### src/rtl/am2951_mbox_if.sv
// Handshake, flag and control signals between the am2951 mailbox controller,
// its two bus requesters and the am2951 register pair.
interface am2951_mbox_if;
  logic wr_a_req, wr_a_ack, rd_a_req, rd_a_ack;
  logic wr_b_req, wr_b_ack, rd_b_req, rd_b_ack;
  logic fr, fs;
  logic cpr, cer_, clrr, cps, ces_, clrs;
  logic oea_, oeb_;
  logic irq_b, irq_a, err;

  modport slave (
    input  wr_a_req, rd_a_req, wr_b_req, rd_b_req, fr, fs,
    output wr_a_ack, rd_a_ack, wr_b_ack, rd_b_ack,
           cpr, cer_, clrr, cps, ces_, clrs, oea_, oeb_, irq_b, irq_a, err
  );

  modport master (
    output wr_a_req, rd_a_req, wr_b_req, rd_b_req, fr, fs,
    input  wr_a_ack, rd_a_ack, wr_b_ack, rd_b_ack,
           cpr, cer_, clrr, cps, ces_, clrs, oea_, oeb_, irq_b, irq_a, err
  );
endinterface

### src/rtl/am2951_mbox_ctl.sv
// am2951 two-way mailbox sequencer: one load/read FSM per bus, shared
// full-shadow state, and a sticky check of the am2951 fr/fs flags.
module am2951_mbox_bus #(
  parameter int RD_CYCLES = 2
) (
  input  logic clk,
  input  logic rst,
  input  logic wr_req,
  input  logic rd_req,
  input  logic wr_ok,
  input  logic rd_ok,
  output logic ld,
  output logic ld_clk,
  output logic wr_ack,
  output logic rd_oe,
  output logic rd_ack,
  output logic clr
);
  typedef enum logic [2:0] {IDLE, LD1, LD2, RD, CLR} state_t;

  state_t     state, state_nxt;
  logic [3:0] cnt, cnt_nxt;
  logic       wr_first, wr_first_nxt;
  logic       wr_go, rd_go;

  assign wr_go = wr_req & wr_ok;
  assign rd_go = rd_req & rd_ok;

  // NOTE: state registers use non-blocking assignments so every flop samples pre-edge values.
  always_ff @(posedge clk) begin
    if (rst) begin
      state    <= IDLE;
      cnt      <= 4'd1;
      wr_first <= 1'b1;
    end else begin
      state    <= state_nxt;
      cnt      <= cnt_nxt;
      wr_first <= wr_first_nxt;
    end
  end

  always_comb begin
    // NOTE: every output is defaulted first so no path through the case infers a latch.
    state_nxt    = state;
    cnt_nxt      = cnt;
    wr_first_nxt = wr_first;
    ld           = 1'b0;
    ld_clk       = 1'b0;
    wr_ack       = 1'b0;
    rd_oe        = 1'b0;
    rd_ack       = 1'b0;
    clr          = 1'b0;
    case (state)
      IDLE: begin
        // The pointer only swings when it actually resolved a contention.
        if (wr_go && rd_go) begin
          if (wr_first) begin
            state_nxt = LD1;
          end else begin
            state_nxt = RD;
            cnt_nxt   = 4'd1;
          end
          wr_first_nxt = ~wr_first;
        end else if (wr_go) begin
          state_nxt = LD1;
        end else if (rd_go) begin
          state_nxt = RD;
          cnt_nxt   = 4'd1;
        end
      end
      LD1: begin
        ld        = 1'b1;
        state_nxt = LD2;
      end
      LD2: begin
        ld        = 1'b1;
        ld_clk    = 1'b1;
        wr_ack    = 1'b1;
        state_nxt = IDLE;
      end
      RD: begin
        rd_oe = 1'b1;
        if (cnt == 4'(RD_CYCLES)) begin
          rd_ack    = 1'b1;
          state_nxt = CLR;
        end else begin
          cnt_nxt = cnt + 4'd1;
        end
      end
      CLR: begin
        clr       = 1'b1;
        state_nxt = IDLE;
      end
      default: state_nxt = IDLE;
    endcase
  end
endmodule

module am2951_mbox_ctl #(
  parameter int RD_CYCLES = 2
) (
  input logic         clk,
  input logic         rst,
  am2951_mbox_if.slave mb
);
  logic r_full, s_full, err_q, quiet_q;
  logic a_ld, a_ld_clk, a_wr_ack, a_rd_oe, a_rd_ack, a_clr;
  logic b_ld, b_ld_clk, b_wr_ack, b_rd_oe, b_rd_ack, b_clr;

  // Bus A loads R and reads S; bus B loads S and reads R.
  am2951_mbox_bus #(.RD_CYCLES(RD_CYCLES)) u_bus_a (
    .clk(clk), .rst(rst),
    .wr_req(mb.wr_a_req), .rd_req(mb.rd_a_req),
    .wr_ok(~r_full), .rd_ok(s_full),
    .ld(a_ld), .ld_clk(a_ld_clk), .wr_ack(a_wr_ack),
    .rd_oe(a_rd_oe), .rd_ack(a_rd_ack), .clr(a_clr)
  );

  am2951_mbox_bus #(.RD_CYCLES(RD_CYCLES)) u_bus_b (
    .clk(clk), .rst(rst),
    .wr_req(mb.wr_b_req), .rd_req(mb.rd_b_req),
    .wr_ok(~s_full), .rd_ok(r_full),
    .ld(b_ld), .ld_clk(b_ld_clk), .wr_ack(b_wr_ack),
    .rd_oe(b_rd_oe), .rd_ack(b_rd_ack), .clr(b_clr)
  );

  // Reset overrides the decoded controls immediately, before the FSMs settle.
  assign mb.cpr      = ~rst & a_ld_clk;
  assign mb.cer_     =  rst | ~a_ld;
  assign mb.clrs     =  rst | a_clr;
  assign mb.oea_     =  rst | ~a_rd_oe;
  assign mb.wr_a_ack = ~rst & a_wr_ack;
  assign mb.rd_a_ack = ~rst & a_rd_ack;
  assign mb.cps      = ~rst & b_ld_clk;
  assign mb.ces_     =  rst | ~b_ld;
  assign mb.clrr     =  rst | b_clr;
  assign mb.oeb_     =  rst | ~b_rd_oe;
  assign mb.wr_b_ack = ~rst & b_wr_ack;
  assign mb.rd_b_ack = ~rst & b_rd_ack;
  assign mb.irq_b    = ~rst & r_full;
  assign mb.irq_a    = ~rst & s_full;
  assign mb.err      = ~rst & err_q;

  always_ff @(posedge clk) begin
    if (rst) begin
      r_full  <= 1'b0;
      s_full  <= 1'b0;
      err_q   <= 1'b0;
      quiet_q <= 1'b0;
    end else begin
      if (a_ld_clk)   r_full <= 1'b1;
      else if (b_clr) r_full <= 1'b0;
      if (b_ld_clk)   s_full <= 1'b1;
      else if (a_clr) s_full <= 1'b0;
      // Flags are only trusted one full cycle after any clock or clear pulse.
      quiet_q <= ~(a_ld_clk | b_ld_clk | a_clr | b_clr);
      if (quiet_q && ((mb.fr != r_full) || (mb.fs != s_full))) err_q <= 1'b1;
    end
  end
endmodule

### src/flat_wrapper.sv
// flat-port wrapper written by rule: the top's interface ports become plain ports
module am2951_mbox_ctl_flat 
#(
  parameter int RD_CYCLES = 2
)
  (clk, rst, mb_wr_a_req, mb_rd_a_req, mb_wr_b_req, mb_rd_b_req, mb_fr, mb_fs, mb_wr_a_ack, mb_rd_a_ack, mb_wr_b_ack, mb_rd_b_ack, mb_cpr, mb_cer_, mb_clrr, mb_cps, mb_ces_, mb_clrs, mb_oea_, mb_oeb_, mb_irq_b, mb_irq_a, mb_err);
  am2951_mbox_if mb_i ();
  input logic clk;
  input logic rst;
  input wire logic [$bits(mb_i.wr_a_req)-1:0] mb_wr_a_req;
  input wire logic [$bits(mb_i.rd_a_req)-1:0] mb_rd_a_req;
  input wire logic [$bits(mb_i.wr_b_req)-1:0] mb_wr_b_req;
  input wire logic [$bits(mb_i.rd_b_req)-1:0] mb_rd_b_req;
  input wire logic [$bits(mb_i.fr)-1:0] mb_fr;
  input wire logic [$bits(mb_i.fs)-1:0] mb_fs;
  output wire logic [$bits(mb_i.wr_a_ack)-1:0] mb_wr_a_ack;
  output wire logic [$bits(mb_i.rd_a_ack)-1:0] mb_rd_a_ack;
  output wire logic [$bits(mb_i.wr_b_ack)-1:0] mb_wr_b_ack;
  output wire logic [$bits(mb_i.rd_b_ack)-1:0] mb_rd_b_ack;
  output wire logic [$bits(mb_i.cpr)-1:0] mb_cpr;
  output wire logic [$bits(mb_i.cer_)-1:0] mb_cer_;
  output wire logic [$bits(mb_i.clrr)-1:0] mb_clrr;
  output wire logic [$bits(mb_i.cps)-1:0] mb_cps;
  output wire logic [$bits(mb_i.ces_)-1:0] mb_ces_;
  output wire logic [$bits(mb_i.clrs)-1:0] mb_clrs;
  output wire logic [$bits(mb_i.oea_)-1:0] mb_oea_;
  output wire logic [$bits(mb_i.oeb_)-1:0] mb_oeb_;
  output wire logic [$bits(mb_i.irq_b)-1:0] mb_irq_b;
  output wire logic [$bits(mb_i.irq_a)-1:0] mb_irq_a;
  output wire logic [$bits(mb_i.err)-1:0] mb_err;
  assign mb_i.wr_a_req = mb_wr_a_req;
  assign mb_i.rd_a_req = mb_rd_a_req;
  assign mb_i.wr_b_req = mb_wr_b_req;
  assign mb_i.rd_b_req = mb_rd_b_req;
  assign mb_i.fr = mb_fr;
  assign mb_i.fs = mb_fs;
  assign mb_wr_a_ack = mb_i.wr_a_ack;
  assign mb_rd_a_ack = mb_i.rd_a_ack;
  assign mb_wr_b_ack = mb_i.wr_b_ack;
  assign mb_rd_b_ack = mb_i.rd_b_ack;
  assign mb_cpr = mb_i.cpr;
  assign mb_cer_ = mb_i.cer_;
  assign mb_clrr = mb_i.clrr;
  assign mb_cps = mb_i.cps;
  assign mb_ces_ = mb_i.ces_;
  assign mb_clrs = mb_i.clrs;
  assign mb_oea_ = mb_i.oea_;
  assign mb_oeb_ = mb_i.oeb_;
  assign mb_irq_b = mb_i.irq_b;
  assign mb_irq_a = mb_i.irq_a;
  assign mb_err = mb_i.err;
  am2951_mbox_ctl #(.RD_CYCLES(RD_CYCLES)) u_core (.clk(clk), .rst(rst), .mb(mb_i));
endmodule
### config.mk
export PLATFORM = sky130hd
export DESIGN_NAME = am2951_mbox_ctl_flat
export DESIGN_NICKNAME = d
export VERILOG_FILES = /design/src/rtl/am2951_mbox_if.sv /design/src/rtl/am2951_mbox_ctl.sv /design/src/flat_wrapper.sv
export SDC_FILE = /design/constraint.sdc
export NUM_CORES = 1
export LEC_CHECK = 0
export CELL_PAD_IN_SITES_DETAIL_PLACEMENT = 0
export CELL_PAD_IN_SITES_GLOBAL_PLACEMENT = 1
export CORE_MARGIN = 2
export CORE_UTILIZATION = 33
export DETAILED_ROUTE_END_ITERATION = 16
export PLACE_DENSITY = 0.84
export SYNTH_ARGS = -nofsm -noshare
export SYNTH_HDL_FRONTEND = slang
export SYNTH_SLANG_ARGS = --single-unit
### constraint.sdc
create_clock -name clk -period 1.6 [get_ports clk]
set_input_delay 0.24 -clock clk [delete_from_list [all_inputs] [get_ports clk]]
set_output_delay 0.24 -clock clk [all_outputs]
set_load 0.03 [all_outputs]
[After elaboration in Yosys (flattened, before gate mapping)]
Index checks and enable logic that the tools add are counted.
Widths: inputs -> output; s select.
Storage, ports and cells
  logic and storage cells: 124
  register bits after elaboration: 20
  output and inout port bits: 15
  bits of input ports: 8
Cells by class
  bitwise logic cells: 30
  add/sub/neg operators: 2
  mux-type cells: 40
  equal/unequal tests: 24
  reduce and logical (&&, ||, !) cells: 18
Operator list (count)
  $mux 4: 10
  $mux 3: 8
  $ne 3x3->1 const B: 6
  $pmux 3 s3: 2
  $mux 1: 16
  $pmux 4 s2: 2
  $eq 3x2->1 const B: 4
  $and 1x1->1: 11
  $not 1->1: 10
  $reduce_and 5->1: 2
  $or 1x1->1: 9
  $add 4x1->4 const B: 2
  $eq 4x2->1 const B: 2
  $ne 2x2->1 const B: 4
  $ne 4x4->1 const B: 2
  $reduce_and 2->1: 4
  $reduce_bool 2->1: 4
  $eq 3x1->1 const B: 2
  $eq 3x3->1 const B: 2
  $logic_not 3->1: 2
  $mux 2: 2
  $reduce_or 2->1: 2
  $logic_and 1x1->1: 3
  $ne 1x1->1: 2
  $logic_or 1x1->1: 1

[Logic depth before layout (Yosys ltp)]
  depth after elaboration: 6
  mapped depth: 6
  mapped depth without buffers: 6

[Modules after synthesis]
From an unflattened synthesis, not the netlist that was laid out.
Unflattened totals
  cell total of the unflattened synthesis: 142
  area, all modules: 1248.7 µm²
By module, submodules not included
  am2951_mbox_bus at u_core.u_bus_a: sequential area each 160.2 µm², area each 519.2 µm², cells each 60, instances 1
  am2951_mbox_bus at u_core.u_bus_b: sequential area each 160.2 µm², area each 489.2 µm², cells each 52, instances 1
  am2951_mbox_ctl: sequential area each 80.1 µm², area each 240.2 µm², cells each 30, instances 1

[Worst setup path after synthesis]
Ideal clock, no wire load.
  kind: register -> output
  start: reg u_core.u_bus_b.state[0]
  end: out mb_rd_b_ack
  arrival: 1.428 ns
  path slack: -0.068 ns
  required time: 1.360 ns
  buffers on the path: 0
  cell stages (with the launch flop): 4
  cells stage by stage: dfxtp_1 > nand3b_1 > or2_2 > nor2_1
Between the ends
  cells in the longest elaborated chain, start to end: 3
Ends and longest elaborated chain
  start: declaration: line am2951_mbox_ctl.sv:21  | state_t state, state_nxt;
  start signal: assignment: line am2951_mbox_ctl.sv:36  | state <= state_nxt;
  $eq 3x2->1: line am2951_mbox_ctl.sv:53  | case (state)
  $mux 1: line am2951_mbox_ctl.sv:53
  $and 1x1->1: line am2951_mbox_ctl.sv:139  | assign mb.rd_b_ack = ~rst & b_rd_ack;
  end: declaration: line flat_wrapper.sv:19  | output wire logic [$bits(mb_i.rd_b_ack)-1:0] mb_rd_b_ack;
Every way passes these cells.

[Worst setup path in the final report]
  start: reg u_core.u_bus_b.cnt[0]
  end: out mb_rd_b_ack
Between the ends
  cells in the longest elaborated chain, start to end: 4
Ends and longest elaborated chain
  start: declaration: line am2951_mbox_ctl.sv:22  | logic [3:0] cnt, cnt_nxt;
  start signal: assignment: line am2951_mbox_ctl.sv:37  | cnt <= cnt_nxt;
  $eq 4x2->1: line am2951_mbox_ctl.sv:83  | if (cnt == 4'(RD_CYCLES)) begin
  $mux 1: line am2951_mbox_ctl.sv:83
  $mux 1: line am2951_mbox_ctl.sv:53
  $and 1x1->1: line am2951_mbox_ctl.sv:139
Every way passes these cells.

==> results.toml <==
[placed_design]
gp_routability_congestion = 0.818
dp_cells = 220
post_dp_cell_area_sq_um = 1510
post-dp-hpwl_um = 1960
io_buffer_count = 22

[logic_synthesis]
syn_inst = 135
synth_nets = 147
ys_seq_area_share_pct = 35.5
ys_ff_latch = 20
syn_area_sq_um = 1130
yosys_warnings = 0
synth_top_area_cell = "dfxtp_1"
synthFlopType = "dfxtp_1"
synth_most_common_cell = "dfxtp_1"
synth.top_cell.area_share_pct = 35.5
synthDistinctLibCells = 38
syn_area_per_cell_sq_um = 8.35
synthArstFlopShare_pct = 0
synth_area_leaders = "dfxtp_1 36%, nor2_1 6.3%, xnor2_1 6.2%"
synth_common_cells = "20 x dfxtp_1, 19 x nor2_1, 9 x nand2_1, 8 x xnor2_1, 7 x inv_1"
synth_edf_count = 0

[setup_path]
worstSetupEndpointType = "output pin"
required_ns = 1.36
worstPathArrival_ns = 1.44
path_class = "flip-flop to output pin"
crit_fanout = 2
r2r.worst_path.cells = 6
r2r_slack_ns = 0.04
startpoint_type = "flip-flop"
r2r_start = "u_core.u_bus_b.state[0]$_SDFFE_PP0P_"
rr_endpoint = "u_core.u_bus_b.cnt[1]$_SDFFE_PP0P_"

[finish]
utilization_pct = 53.6
nNetsFinal = 199
drive_gt1_share_pct = 48.1
fin_area_sq_um = 1770
area_growth_pct = 57.4
finalNonFillerCells = 231
antennaDiodeCount = 0

[global_route]
grt_pass1_vias = 1085
track_usage_pct = 15.2
grt_max_degree = 14
antenna_found_initial = 0
grt_pass1_wl_um = 4870
grt_overflow = 0

[pwr]
netSwitchingFraction_pct = 34.3
seqPwrFrac_pct = 41.5
powerDensity_nw_per_um2 = 806
ir_worst_vdd_uv = 291
power.total_uw = 1430
p_sw_uw = 490
p_comb_share_pct = 42.0
intPower_uw = 940
power.static_leakage_uw = 0.000723
clockPowerShare_pct = 16.5

[floorplan]
die_area_sq_um = 3900
ioPinCount = 23
dieHeight_um = 62.4
die_x_um = 62.4
start_util_pct = 34.1
placementRows = 21
core_area_sq_um = 3310

[cts]
root_buffer = "clkbuf_4"
worstSkewPairLatency_ns = 0.30
clkSinkCount = 20
cts_max_path_buffers = 2
cts_max_level = 1
cts_tree = "done"
clk_pin_slew_ns = 0.11
numCtsBuffers = 3
cts_hold_buf = 0

[timing]
rsz0062_at_grt = "true"
max_freq_mhz = 596
setup_viol = 1
tightest_slew_ns = 0.433
finalClockSkew_ns = 0.00696
maxSlewViolCount = 0
slew_headroom_pct = 70.9
finalHoldViolations = 0
final.setup.tns_ns = -0.0777
fin_ws_ns = -0.0777
finalCritPeriodShare_pct = 105
fin_crit_ns = 1.68

[worst_hold_path]
hold_path_class = "flip-flop to flip-flop"
min_to = "u_core.err_q$_SDFFE_PP0P_"
min_from = "u_core.quiet_q$_SDFF_PP0_"
whs_path_depth = 2

[routing]
first_pass_iters = 4
drc = 0
ant_nets = 0
vias_per_cell = 4.89
wl_per_cell_um = 12.7
drtIter0Drc = 22
totalWireLength_um = 2930
via_count = 1130

[outcome]
status = "finished, violations left"
violations = "negative setup slack"

[run]
cap_violations = 0
-- power by group through the flow --
stage / Sequential, uW / Combinational (uW) / Clock (uW)
floorplan: 596 / 312 / 0
global placement: 592 / 474 / 0
detailed placement: 594 / 482 / 0
CTS: 589 / 529 / 248
global route: 599 / 651 / 272
finish: 593 / 601 / 236
-- registers in the layout, summed over array words and instances, names as in the netlist --
signal                   count
u_core.u_bus_b.wr_first      1
u_core.r_full                1
u_core.u_bus_a.wr_first      1
u_core.u_bus_b.cnt           4
u_core.s_full                1
u_core.u_bus_a.state         3
u_core.u_bus_a.cnt           4
u_core.u_bus_b.state         3
u_core.err_q                 1
u_core.quiet_q               1
-- how the worst max path moves through the flow --
| stage | startpoint | cells past startpoint | to | slack, ns |
|---|---|---|---|---|
| final | u_core.u_bus_b.cnt[0]$_SDFFE_PP1P_ | 5 | mb_rd_b_ack | -0.08 |
| after global routing | u_core.u_bus_b.cnt[0]$_SDFFE_PP1P_ | 5 | mb_rd_b_ack | -0.14 |
| after CTS | u_core.u_bus_b.cnt[0]$_SDFFE_PP1P_ | 5 | mb_rd_b_ack | -0.1 |
| after detailed placement | rst | 3 | mb_ces_ | -0.34 |
| after global placement | rst | 3 | mb_ces_ | -0.34 |
| after floorplan | u_core.u_bus_a.state[2]$_SDFFE_PP0P_ | 4 | mb_wr_a_ack | 0.009 |
-- critical path: stages (launching register included) --
cell     delay [ns]
dfxtp_2        0.34
inv_2          0.07
ha_4           0.12
or3b_4         0.39
nor2_4         0.09
buf_6          0.13
-- cell usage in the layout, fill, tap and decap left out, types with 2 or more instances in the layout --
| cell type | instances |
|---|---|
| ha_1 | 2 |
| dfxtp_2 | 7 |
| nand2_1 | 8 |
| nor2_4 | 4 |
| or3_1 | 2 |
| nand2b_1 | 4 |
| and3_1 | 2 |
| nand3_1 | 2 |
| dfxtp_1 | 10 |
| o21ai_0 | 3 |
| nor3_1 | 5 |
| xnor2_1 | 8 |
| ha_4 | 2 |
| a31oi_1 | 3 |
| o32ai_2 | 3 |
| nor2_1 | 14 |
| clkdlybuf4s50_1 | 6 |
| a21o_1 | 3 |
| buf_4 | 36 |
| nor3b_1 | 2 |
| a21oi_1 | 4 |
| dfxtp_4 | 3 |
| inv_1 | 5 |
| inv_2 | 2 |
| buf_6 | 9 |
| nor4_1 | 2 |
| clkbuf_4 | 3 |
| or2_4 | 4 |
| buf_2 | 2 |
-- logic make-up (layout without fill, tap and decap cells) --
family / after synthesis / after routing / share of synthesized area (%)
AO/OA/AOI/OAI: 24 / 24 / 14.9
XOR/XNOR: 9 / 9 / 6.99
adder cells (fa/ha/maj): 4 / 4 / 4.44
buffers and inverters: 14 / 64 / 6.33
flip-flops: 20 / 20 / 35.5
AND/OR/NAND/NOR: 64 / 64 / 31.9
-- through the flow --
| stage | hold slack (ns) | setup WS (ns) |
|---|---|---|
| 2_1_floorplan | 0.429 | 0.00885 |
| 3_3_place_gp | 0.443 | -0.336 |
| 3_5_place_dp | 0.461 | -0.339 |
| 4_1_cts | 0.481 | -0.0994 |
| 5_1_grt | 0.492 | -0.139 |
| 6_report | 0.476 | -0.0777 |
-- metal layers --
layer  global-route usage (%)  part of all wire (%)  up-vias  routed length (um)
li1                         -                     -      576                   -
met3                     2.88                   3.1        2                  91
met2                     26.2                    52       20                1540
met4                     5.56                  0.48        0                  14
met1                     18.9                    44      532                1290
met5                        0                     0        -                   0
-- layout make-up --
cell class                 instances  area [sq um]
fill                             317          1540
clock buffer                       3          22.5
timing repair buffer              54           450
inverter                           7          26.3
sequential                        20           420
tap                               46          57.6
multi-input combinational        101           797
-- what timing repair did --
item                                    4_1_cts  5_1_grt
resized for setup                            36       29
setup buffers                                 6        3
endpoints found under the setup margin       14       13
pin swaps                                     6        9
hold endpoints to repair                      0        0
No activity file was read; power rests on OpenSTA's default activity.
